--- src/rtl/ifetch_unit.sv ---
// Instruction fetch unit: issues imem reads at pc_in, queues results in order.
// Ports: clk/rst, pc_in/pc_en/next_pc, redirect_*, imem_req_*, imem_rsp_*,
// inst_* (plus inst_fault when IFETCH_MISALIGN_TRAP_EN is defined).
module ifetch_unit #(
  parameter int DEPTH = 4,
  parameter int XLEN  = 32
) (
  input  logic            clk,
  input  logic            rst,
  input  logic [XLEN-1:0] pc_in,
  output logic            pc_en,
  output logic [XLEN-1:0] next_pc,
  input  logic            redirect_valid,
  input  logic [XLEN-1:0] redirect_pc,
  output logic            imem_req_valid,
  input  logic            imem_req_ready,
  output logic [XLEN-1:0] imem_req_addr,
  input  logic            imem_rsp_valid,
  input  logic [XLEN-1:0] imem_rsp_data,
`ifdef IFETCH_MISALIGN_TRAP_EN
  output logic            inst_fault,
`endif
  output logic            inst_valid,
  input  logic            inst_ready,
  output logic [XLEN-1:0] inst_data,
  output logic [XLEN-1:0] inst_pc
);

  localparam int PW = $clog2(DEPTH);
  localparam int CW = PW + 1;

  typedef logic [PW-1:0] ptr_t;
  typedef logic [CW-1:0] cnt_t;

  logic [XLEN-1:0] pc_q   [DEPTH];
  logic [XLEN-1:0] data_q [DEPTH];
  logic [DEPTH-1:0] filled_q;

  // fptr: oldest unfilled entry; ucnt: entries still awaiting data
  ptr_t head, tail, fptr;
  cnt_t count, ucnt, drop_cnt;
  cnt_t drop_sum, drop_nxt;
  logic [CW:0] occ;

  logic accept, pop, fill, drop, stall;
  logic [XLEN-1:0] redir_tgt;

`ifdef IFETCH_MISALIGN_TRAP_EN
  logic [DEPTH-1:0] fault_q;
  logic misalign;

  assign misalign   = redirect_valid && (redirect_pc[1:0] != 2'b00);
  assign redir_tgt  = redirect_pc;
  assign inst_fault = fault_q[head] && filled_q[head];
`else
  assign redir_tgt  = redirect_pc & ~XLEN'(3);
  assign stall      = 1'b0;
`endif

  // Stale responses still in flight occupy capacity like live entries
  assign occ = {1'b0, count} + {1'b0, drop_cnt};

  assign imem_req_valid = !rst && !redirect_valid && !stall &&
                          (occ < (CW+1)'(DEPTH));
  assign imem_req_addr  = pc_in;
  assign accept = imem_req_valid && imem_req_ready;

  assign inst_valid = filled_q[head] && !redirect_valid;
  assign inst_data  = data_q[head];
  assign inst_pc    = pc_q[head];
  assign pop        = inst_valid && inst_ready;

  assign drop = imem_rsp_valid && (drop_cnt != '0);
  assign fill = imem_rsp_valid && (drop_cnt == '0) &&
                (ucnt != '0) && !redirect_valid;

  // On redirect every unfilled entry turns into a pending discard;
  // a response landing in that same cycle is already one of them.
  assign drop_sum = drop_cnt + ucnt;
  assign drop_nxt = (imem_rsp_valid && drop_sum != '0) ?
                    drop_sum - cnt_t'(1) : drop_sum;

  always_comb begin
    pc_en   = 1'b0;
    next_pc = pc_in + XLEN'(4);
    if (redirect_valid) begin
      pc_en   = 1'b1;
      next_pc = redir_tgt;
    end else if (accept) begin
      pc_en = 1'b1;
    end
  end

  always_ff @(posedge clk or posedge rst) begin
    if (rst) begin
      head     <= '0;
      tail     <= '0;
      fptr     <= '0;
      count    <= '0;
      ucnt     <= '0;
      drop_cnt <= '0;
      filled_q <= '0;
      for (int i = 0; i < DEPTH; i++) begin
        pc_q[i]   <= '0;
        data_q[i] <= '0;
      end
`ifdef IFETCH_MISALIGN_TRAP_EN
      fault_q <= '0;
      stall   <= 1'b0;
`endif
    end else if (redirect_valid) begin
      head     <= tail;
      fptr     <= tail;
      count    <= '0;
      ucnt     <= '0;
      filled_q <= '0;
      drop_cnt <= drop_nxt;
`ifdef IFETCH_MISALIGN_TRAP_EN
      stall <= misalign;
      if (misalign) begin
        pc_q[tail]     <= redirect_pc;
        filled_q[tail] <= 1'b1;
        fault_q[tail]  <= 1'b1;
        tail           <= tail + ptr_t'(1);
        fptr           <= tail + ptr_t'(1);
        count          <= cnt_t'(1);
      end
`endif
    end else begin
      if (accept) begin
        pc_q[tail]     <= pc_in;
        filled_q[tail] <= 1'b0;
`ifdef IFETCH_MISALIGN_TRAP_EN
        fault_q[tail]  <= 1'b0;
`endif
        tail           <= tail + ptr_t'(1);
      end
      if (fill) begin
        data_q[fptr]   <= imem_rsp_data;
        filled_q[fptr] <= 1'b1;
        fptr           <= fptr + ptr_t'(1);
      end
      if (pop) begin
        filled_q[head] <= 1'b0;
        head           <= head + ptr_t'(1);
      end
      if (drop)
        drop_cnt <= drop_cnt - cnt_t'(1);
      count <= count + cnt_t'(accept) - cnt_t'(pop);
      ucnt  <= ucnt + cnt_t'(accept) - cnt_t'(fill);
    end
  end

`ifndef SYNTHESIS
  always_ff @(posedge clk) begin
    if (!rst && imem_rsp_valid && drop_cnt == '0 && ucnt == '0)
      $error("ifetch_unit: response with nothing outstanding");
  end
`endif

endmodule

--- config.mk ---
export PLATFORM = sky130hd
export DESIGN_NAME = ifetch_unit
export DESIGN_NICKNAME = d
export VERILOG_FILES = /design/src/rtl/ifetch_unit.sv
export SDC_FILE = /design/constraint.sdc
export NUM_CORES = 1
export LEC_CHECK = 0
export CORE_UTILIZATION = 40
export CTS_CLUSTER_SIZE = 24
export DETAILED_ROUTE_END_ITERATION = 10
export GPL_TIMING_DRIVEN = 0
export PLACE_DENSITY = 0.77
export SKIP_CTS_REPAIR_TIMING = 1
export SLEW_MARGIN = 40
export SYNTH_ARGS = -nofsm -noshare
export SYNTH_HDL_FRONTEND = slang
export SYNTH_SLANG_ARGS = --single-unit
--- constraint.sdc ---
create_clock -name clk -period 9.1 [get_ports clk]
set_input_delay 0.91 -clock clk [delete_from_list [all_inputs] [get_ports clk]]
set_output_delay 0.91 -clock clk [all_outputs]
set_load 0.01 [all_outputs]
-- Word level (Yosys, flattened, before mapping)
Index checks and enable logic that the tools add are counted.
W data, S select, Z words.
- register bits: 275
- latch bits: 0
- memory bits (writable): 0
- memory bits (read-only): 0
- memories: 0
- add/subtract/negate cells: 12
- $mul: 0
- divide/modulo/power cells: 0
- magnitude comparators: 12
- equal/unequal tests: 0
- shifts and indexed selects: 0
- multiplexer cells: 38
- bitwise operators: 9
- reduce and logical (&&, ||, !) cells: 26
- operators by type and width (operator ; count):
    $bwmux W128 ; 2
    $mux W32 ; 7
    $bmux W32 S2 ; 2
    $demux W32 S2 ; 2
    $add A32 B3 Y32 const B ; 1
    $mux W4 ; 6
    $logic_and A1 B1 Y1 ; 15
    $mux W3 ; 5
    $ge A3 B3 Y1 const B ; 3
    $lt A2 B3 Y1 const B ; 3
    $not A2 Y3 ; 3
    $reduce_bool A3 Y1 ; 3
    $and A4 B4 Y4 ; 2
    $mux W2 ; 4
    $not A4 Y4 ; 2
    $add A2 B1 Y2 const B ; 3
    $add A3 B1 Y3 ; 2
    $demux W1 S2 ; 3
    $ge A2 B1 Y1 const B ; 3
    $lt A3 B1 Y1 const B ; 2
    $mux W1 ; 6
    $reduce_bool A2 Y1 ; 3
    $sub A3 B1 Y3 ; 2
    $sub A3 B1 Y3 const B ; 2
    other kinds (9) ; 11

-- Logic depth before layout (Yosys ltp)
Gate-level depths: netlist (run 1).
- word-level depth: 14
- depth in mapped cells: 12
- mapped depth without buffers: 12

-- Worst setup path before layout (run 1)
OpenSTA, ideal clock, no wires.
- path type: input-to-output
- start: input port pc_in[10]
- end: output port next_pc[24]
- arrival: 2705 ps
- data required time: 8190 ps
- slack: 5485 ps
- stages on the path: 7
- path through: buf_2 > nand3_2 > or4_4 > buf_6 > buf_6 > or4_1 > a31oi_1
- word-level cells in the longest chain between the ends: 2
- RTL lines (what ; RTL line ; text):
    start: declaration ; 10 ; input logic [XLEN-1:0] pc_in,
    $add A32 B3 Y32 ; 85 ; next_pc = pc_in + XLEN'(4);
    $mux W32 ; 86 ; if (redirect_valid) begin
    end: declaration ; 12 ; output logic [XLEN-1:0] next_pc,
No other way between the ends.

-- Worst setup path in the final report (run 1)
- start: input port pc_in[2]
- end: output port next_pc[28]
Same word-level chain as after synthesis.

==> flow_metrics.env, run 1 <==
export IMPL_result_of_the_run="complete, no violations"
export IMPL_route_antenna_remaining_nets=0
export IMPL_grt_pass1_wl_um=52210
export IMPL_ys_warn_count=0
export IMPL_layout_commonest_cell="sky130_fd_sc_hd__dfrtp_1"
export IMPL_tritoncts="built"
export IMPL_seq_area_frac_synth=0.5081
export IMPL_core_rowCount=67
export IMPL_io_pin_count=233
export IMPL_coreArea_um2=33450
export IMPL_setup_worst_path_end_class="primary output"
export IMPL_drt_initial_violations=563
export IMPL_detailed_place_hpwl_um=24090
export IMPL_multi_input_area_um2=6071
export IMPL_post_route_period_util=0.5592
export IMPL_grt_start_max_net_pins=70
export IMPL_drt_first_pass_iters=5
export IMPL_regArea_um2=6882
export IMPL_cts_inserted_buffers=29
export IMPL_gpl_final_weighted_congestion=0.8008
export IMPL_synth_top_cell_area_share=0.5081
export IMPL_clock_latency_ns=0.55
export IMPL_final_cell_area_um2=17390
export IMPL_vias_in_the_first_global_route=9114
export IMPL_ir_worst_vdd_v=0.0001603
export IMPL_clock_transition_at_the_register_clock_pins_on_the_worst_setup_and_hold_paths_after_cts_ns=0.05
export IMPL_maxSlewHeadroom=0.4548
export IMPL_worst_hold_path_type="flop to flop"
export IMPL_crit_type="primary input to primary output"
export IMPL_drive_gt1_frac=0.3492
export IMPL_most_common_layout_cells="sky130_fd_sc_hd__dfrtp_1 (275), sky130_fd_sc_hd__mux2_2 (254), sky130_fd_sc_hd__clkdlybuf4s50_1 (223), sky130_fd_sc_hd__mux4_2 (65), sky130_fd_sc_hd__clkbuf_1 (39)"
export IMPL_regToRegSetupSlack_ns=5.84
export IMPL_area_delta_synth_final_pct=28.43
export IMPL_via_count=8934
export IMPL_mappedNetlistArea_um2=13540
export IMPL_post_synth_and_or_nand_nor_area_fraction=0.05164
export IMPL_post_syn_area_per_cell_um2=14.12
export IMPL_fmaxAchievable_ghz=0.1965
export IMPL_utilization=0.5200
export IMPL_crit_path_max_fanout=10
export IMPL_effective_utilization_at_floorplan=0.4049
export IMPL_rsz0062_at_grt="no"
export IMPL_post_place_cells=1634
export IMPL_synthMuxAreaShare=0.3272
export IMPL_die_span_in_y_um=186.0
export IMPL_cts_root_buf="sky130_fd_sc_hd__clkbuf_16"
export IMPL_holdWs_ns=0.4820
export IMPL_antenna_cells=0
export IMPL_filler_cell_count=2798
export IMPL_ctsHtreeMaxLevel=1
export IMPL_worst_slew_pin_slew_ns=0.8111
export IMPL_grt_antenna_before_repair=0
export IMPL_ys_top_cells_by_area="sky130_fd_sc_hd__dfrtp_1 (51%), sky130_fd_sc_hd__mux2_2 (21%), sky130_fd_sc_hd__mux4_2 (11%), sky130_fd_sc_hd__ha_1 (2.2%), sky130_fd_sc_hd__buf_4 (1.8%)"
export IMPL_worstSetupStartpointType="primary input"
export IMPL_synth_top_family_by_area="multiplexers"
export IMPL_clock_period_minus_worst_slack_ns=5.089
export IMPL_synth_distinct_cells=43
export IMPL_synth_cells=959
export IMPL_post_drt_wl_per_cell_um=19.77
export IMPL_timing_final_setup_violations=0
export IMPL_track_usage=0.1949
export IMPL_final_nets=1346
export IMPL_power_per_cell_area_nw_per_um2=242.7
export IMPL_post_syn_nets=1088
export IMPL_detail_route_drc_violations=0
export IMPL_clock_sinks=275
export IMPL_p_leak_nw=7.809
export IMPL_worst_clock_skew_ns=0.02200
export IMPL_cts_root_to_sink_buffers=3
export IMPL_grt_overflow=0
export IMPL_drt_total_wl_um=33320
export IMPL_dr_vias_cell=5.302
export IMPL_design_die_area_um2=34600
export IMPL_io_buffer_count=223
export IMPL_synth_compound_gate_area_share=0.02596
export IMPL_final_hold_violation_count=0
export IMPL_synth_adder_area_share=0.02661
export IMPL_finalMaxSlewViolations=0
export IMPL_max_cap_violations=0
export IMPL_worstPathArrival_ns=4.18
export IMPL_die_w_um=186.0
export IMPL_dpl_cell_area_um2=16470
export IMPL_total_power_mw=4.221
export IMPL_cp_data_required_time_ns=8.19
export IMPL_synth_xor_area_share=0.01552
export IMPL_count_of_state_elements_after_synthesis=275
export IMPL_synth_largest_area_cell="sky130_fd_sc_hd__dfrtp_1"
export IMPL_post_layout_nonfiller_instances=1685
## area by class of cell
| type | count | area share |
|---|---|---|
| Multi-Input combinational cell | 565 | 0.3490 |
| Clock inverter | 10 | 0.006259 |
| Sequential cell | 275 | 0.3957 |
| Tap cell | 448 | 0.03223 |
| Buffer | 96 | 0.03014 |
| Clock buffer | 41 | 0.04662 |
| Timing Repair Buffer | 227 | 0.1347 |
| Inverter | 23 | 0.005395 |
## critical path: stages
cell	delay, ns
sky130_fd_sc_hd__clkdlybuf4s50_1	0.64
sky130_fd_sc_hd__ha_1	0.35
sky130_fd_sc_hd__nand3_1	0.13
sky130_fd_sc_hd__clkbuf_1	0.47
sky130_fd_sc_hd__buf_1	0.61
sky130_fd_sc_hd__o31ai_1	0.19
sky130_fd_sc_hd__a31oi_1	0.28
sky130_fd_sc_hd__clkdlybuf4s50_1	0.59
## where the power goes
part	total (mW)	switching (mW)	internal [mW]	leakage, nW
Combinational	1.41	0.590	0.818	3.66
Sequential	1.67	0.159	1.51	3.70
Clock	1.15	0.475	0.673	0.448
## per-stage QoR
stage,worst slack (ns),TNS [ns]
after CTS,4.066,0
final,4.011,0
after detailed placement,4.085,0
after global routing,3.915,0
after global placement,-2.704,-737.07
after floorplan,0.6096,0
## final timing paths
| path | from | to | cells after the start |
|---|---|---|---|
| max | pc_in[2] | next_pc[28] | 8 |
| min | pc_q[50]$_DFFE_PP0P_ | pc_q[50]$_DFFE_PP0P_ | 1 |
| max reg2reg | drop_cnt[2]$_DFFE_PP0P_ | ucnt[2]$_DFF_PP0_ | 12 |
| min reg2reg | pc_q[50]$_DFFE_PP0P_ | pc_q[50]$_DFFE_PP0P_ | 1 |
| max in group asynchronous | rst | data_q[3]$_DFFE_PP0P_ | 4 |
| min in group asynchronous | rst | pc_q[126]$_DFFE_PP0P_ | 2 |
## per-layer routing
layer,wire length (um),GRT usage,up-vias
met3,1475,0.02367,42
li1,-,-,4004
met5,0,0,-
met4,605,0.04459,0
met2,16430,0.3234,219
met1,14810,0.2727,4669
## cells by family after synthesis
| group | count (synthesis) |
|---|---|
| compound gates | 55 |
| simple gates | 130 |
| buf+inv | 119 |
| flops | 275 |
| mux | 329 |
| fa+ha+maj | 27 |
| xor+xnor | 24 |
## synthesized netlist by cell type
cell type,n
sky130_fd_sc_hd__nand3_2,1
sky130_fd_sc_hd__o311ai_0,1
sky130_fd_sc_hd__a211oi_1,1
sky130_fd_sc_hd__o31ai_1,12
sky130_fd_sc_hd__or4_1,14
sky130_fd_sc_hd__and3_1,3
sky130_fd_sc_hd__and2_1,2
sky130_fd_sc_hd__xor2_1,4
sky130_fd_sc_hd__nor4_1,4
sky130_fd_sc_hd__nor2b_1,5
sky130_fd_sc_hd__mux2i_1,4
sky130_fd_sc_hd__inv_1,23
sky130_fd_sc_hd__nand2_1,37
sky130_fd_sc_hd__xnor2_1,20
sky130_fd_sc_hd__or3_1,2
sky130_fd_sc_hd__a31oi_1,13
sky130_fd_sc_hd__clkbuf_1,31
sky130_fd_sc_hd__or2_2,1
sky130_fd_sc_hd__buf_4,32
sky130_fd_sc_hd__mux4_2,65
sky130_fd_sc_hd__o21ai_0,19
sky130_fd_sc_hd__nand2b_1,5
sky130_fd_sc_hd__or4_4,2
sky130_fd_sc_hd__nand3b_1,1
sky130_fd_sc_hd__dfrtp_1,275
sky130_fd_sc_hd__a221oi_1,3
sky130_fd_sc_hd__o21a_1,1
sky130_fd_sc_hd__buf_6,2
sky130_fd_sc_hd__nor3_1,7
sky130_fd_sc_hd__and4_1,2
sky130_fd_sc_hd__o211ai_1,1
sky130_fd_sc_hd__mux2_1,6
sky130_fd_sc_hd__a21oi_1,2
sky130_fd_sc_hd__o31a_1,2
sky130_fd_sc_hd__ha_1,24
sky130_fd_sc_hd__mux2_2,254
sky130_fd_sc_hd__nand3_1,10
sky130_fd_sc_hd__nor2_1,25
sky130_fd_sc_hd__buf_2,21
sky130_fd_sc_hd__fa_1,3
sky130_fd_sc_hd__nor4_2,4
sky130_fd_sc_hd__nand4_1,5
sky130_fd_sc_hd__buf_1,10
## flip-flops by register name, summed over array words and instances, names as in the netlist
name and flops:
count 3, data_q 128, drop_cnt 3, filled_q 4, fptr 2, head 2, pc_q 128, tail 2
ucnt 3
No activity file was read; power rests on OpenSTA's default activity.
==> inputs of run 2 (changes only) <==
==> constraint.sdc (replaced) <==
create_clock -name clk -period 4.3 [get_ports clk]
set_input_delay 0.43 -clock clk [delete_from_list [all_inputs] [get_ports clk]]
set_output_delay 0.43 -clock clk [all_outputs]
set_load 0.01 [all_outputs]
==> run 2 against run 1 <==
Effect of this change:
- total power up 120%
- clock power rose by 120%
- register-to-register slack worse by 4.8 ns
- clock skew is 0.013 ns lower
- combinational power increased by 110%
- non-clock buffer count is 10 higher
- critical endpoint unchanged
- flip-flop and latch count is the same
- hold slack lost 0.21 ns
- critical path depth did not move
- global-route usage increased by 0.50 points
- utilization grew 0.96 points
- largest cell class unchanged
- die area did not move
==> flow_metrics.env, run 2 (synthesis results as in run 1) <==
export IMPL_clock_sinks=275
export IMPL_post_drt_wl_per_cell_um=19.88
export IMPL_worst_clock_skew_ns=0.009270
export IMPL_crit_type="primary input to primary output"
export IMPL_power_per_cell_area_nw_per_um2=513.7
export IMPL_vias_in_the_first_global_route=9418
export IMPL_worstPathArrival_ns=3.63
export IMPL_crit_chain="clkdlybuf4s50_1 -> ha_1 -> nand3_1 -> clkbuf_1 -> buf_1 -> o31ai_1 -> a31oi_1 -> clkdlybuf4s50_1"
export IMPL_die_span_in_y_um=186.0
export IMPL_io_buffer_count=223
export IMPL_route_antenna_remaining_nets=0
export IMPL_total_power_mw=9.100
export IMPL_regToRegSetupSlack_ns=1.08
export IMPL_critical_path_max_stage_delay_ns=0.63
export IMPL_clock_period_minus_worst_slack_ns=4.055
export IMPL_timing_critical_path_slowest_stage_cell="sky130_fd_sc_hd__clkdlybuf4s50_1"
export IMPL_effective_utilization_at_floorplan=0.4049
export IMPL_coreArea_um2=33450
export IMPL_filler_cell_count=2734
export IMPL_cp_num_buf_inv=4
export IMPL_worst_hold_path_type="primary input to flop"
export IMPL_clock_latency_ns=0.54
export IMPL_design_die_area_um2=34600
export IMPL_cts_root_buf="sky130_fd_sc_hd__clkbuf_16"
export IMPL_cp_data_required_time_ns=3.87
export IMPL_ir_worst_vdd_v=0.0003458
export IMPL_io_pin_count=233
export IMPL_p_leak_nw=7.952
export IMPL_grt_antenna_before_repair=3
export IMPL_drt_first_pass_iters=5
export IMPL_drive_gt1_frac=0.3579
export IMPL_layout_commonest_cell="sky130_fd_sc_hd__dfrtp_1"
export IMPL_top_regs="data_q x128, pc_q x128, filled_q x4"
export IMPL_max_cap_violations=0
export IMPL_result_of_the_run="complete, no violations"
export IMPL_ctsHtreeMaxLevel=1
export IMPL_grt_pass1_wl_um=53670
export IMPL_tritoncts="built"
export IMPL_via_count=8965
export IMPL_dr_vias_cell=5.280
export IMPL_setup_worst_path_end_class="primary output"
export IMPL_timing_critical_path_max_delay_family="buffers and inverters"
export IMPL_utilization=0.5296
export IMPL_rsz0062_at_grt="no"
export IMPL_detail_route_drc_violations=0
export IMPL_final_hold_violation_count=0
export IMPL_drt_initial_violations=541
export IMPL_final_nets=1357
export IMPL_detailed_place_hpwl_um=24620
export IMPL_maxSlewHeadroom=0.4572
export IMPL_fmaxAchievable_ghz=0.2466
export IMPL_finalMaxSlewViolations=0
export IMPL_most_common_cell_on_crit_path="sky130_fd_sc_hd__clkdlybuf4s50_1"
export IMPL_most_common_layout_cells="sky130_fd_sc_hd__dfrtp_1 (275), sky130_fd_sc_hd__mux2_2 (254), sky130_fd_sc_hd__clkdlybuf4s50_1 (223), sky130_fd_sc_hd__mux4_2 (65), sky130_fd_sc_hd__nand2_1 (37)"
export IMPL_worstSetupStartpointType="primary input"
export IMPL_grt_overflow=0
export IMPL_timing_final_setup_violations=0
export IMPL_track_usage=0.1999
export IMPL_worst_slew_pin_slew_ns=0.8141
export IMPL_clock_transition_at_the_register_clock_pins_on_the_worst_setup_and_hold_paths_after_cts_ns=0.06
export IMPL_gpl_final_weighted_congestion=0.8138
export IMPL_drt_total_wl_um=33760
export IMPL_core_rowCount=67
export IMPL_grt_start_max_net_pins=26
export IMPL_area_delta_synth_final_pct=30.80
export IMPL_cts_inserted_buffers=30
export IMPL_post_route_period_util=0.9431
export IMPL_cts_root_to_sink_buffers=3
export IMPL_die_w_um=186.0
export IMPL_crit_path_max_fanout=10
export IMPL_setup_tns_final_ns=0
[run 2: cell types whose count changed in the layout (fill, tap and decap cells not counted), moves of 2 or more]
cell,before,now
sky130_fd_sc_hd__clkinvlp_4,2,5
sky130_fd_sc_hd__clkbuf_1,39,36
sky130_fd_sc_hd__clkbuf_8,4,6
sky130_fd_sc_hd__clkbuf_16,29,31
sky130_fd_sc_hd__buf_16,4,12
[run 2: path summary, 6_finish.rpt]
kind                                          from                      to  cells past startpoint
max in group asynchronous                      rst  data_q[99]$_DFFE_PP0P_                      6
setup / recovery                          pc_in[2]             next_pc[28]                      8
min in group asynchronous                      rst   pc_q[125]$_DFFE_PP0P_                      2
hold reg to reg               pc_q[25]$_DFFE_PP0P_    pc_q[25]$_DFFE_PP0P_                      1
hold / removal                           pc_in[13]    pc_q[77]$_DFFE_PP0P_                      2
setup reg to reg           drop_cnt[2]$_DFFE_PP0P_       ucnt[2]$_DFF_PP0_                     12
[run 2: power by group]
part           total [mW]  internal, mW  switching, mW
Clock                2.56          1.53           1.03
Sequential           3.52          3.19          0.329
Combinational        3.02          1.75           1.26
[run 2: stage by stage]
step	area (um2)	hold slack, ns	worst slack [ns]	instances
2_1_floorplan	13550	0.4524	0.2326	959
3_3_place_gp	16340	0.4629	-1.795	1630
3_5_place_dp	16720	0.4726	0.2651	1644
4_1_cts	17710	0.2443	0.2605	1697
5_1_grt	17710	0.2689	0.07248	1698
6_report	17710	0.2735	0.2447	1698
[run 2: routing by layer]
metal	share of wire	vias to the layer above	GRT usage
li1	-	4031	-
met1	0.44	4664	0.2718
met2	0.49	211	0.3309
met3	0.044	57	0.02896
met4	0.027	2	0.05967
met5	0.00039	-	0
[run 2: cell type report]
| class | instances | area, um2 | share of cell area |
|---|---|---|---|
| Antenna cell | 1 | 2.502 | 0.0001413 |
| Buffer | 96 | 524.3 | 0.02959 |
| Clock buffer | 42 | 877.1 | 0.04951 |
| Clock inverter | 11 | 118.9 | 0.006710 |
| Inverter | 23 | 90.09 | 0.005085 |
| Multi-Input combinational cell | 565 | 6062 | 0.3422 |
| Sequential cell | 275 | 6882 | 0.3885 |
| Tap cell | 448 | 560.5 | 0.03164 |
| Timing Repair Buffer | 237 | 2597 | 0.1466 |
[run 2: worst reg2reg max path, stage by stage (launching register included)]
cell and delay (ns):
sky130_fd_sc_hd__dfrtp_1 0.44, sky130_fd_sc_hd__ha_1 0.30, sky130_fd_sc_hd__or4_4 0.48, sky130_fd_sc_hd__nor3_1 0.30, sky130_fd_sc_hd__nand2_1 0.27, sky130_fd_sc_hd__ha_1 0.35, sky130_fd_sc_hd__inv_1 0.05, sky130_fd_sc_hd__ha_1 0.13
sky130_fd_sc_hd__inv_1 0.05, sky130_fd_sc_hd__fa_1 0.37, sky130_fd_sc_hd__xor2_1 0.17, sky130_fd_sc_hd__xnor2_1 0.13, sky130_fd_sc_hd__nor2_1 0.05
==> inputs of run 3 (changes only) <==
--- a/config.mk
+++ b/config.mk
@@ -9,6 +9,7 @@
 export CTS_CLUSTER_SIZE = 24
 export DETAILED_ROUTE_END_ITERATION = 10
 export GPL_TIMING_DRIVEN = 0
+export HOLD_SLACK_MARGIN = 0.02
 export PLACE_DENSITY = 0.77
 export SKIP_CTS_REPAIR_TIMING = 1
 export SLEW_MARGIN = 40
==> results of run 3 <==
Final layout, timing and power as in run 2 (identical DEF).
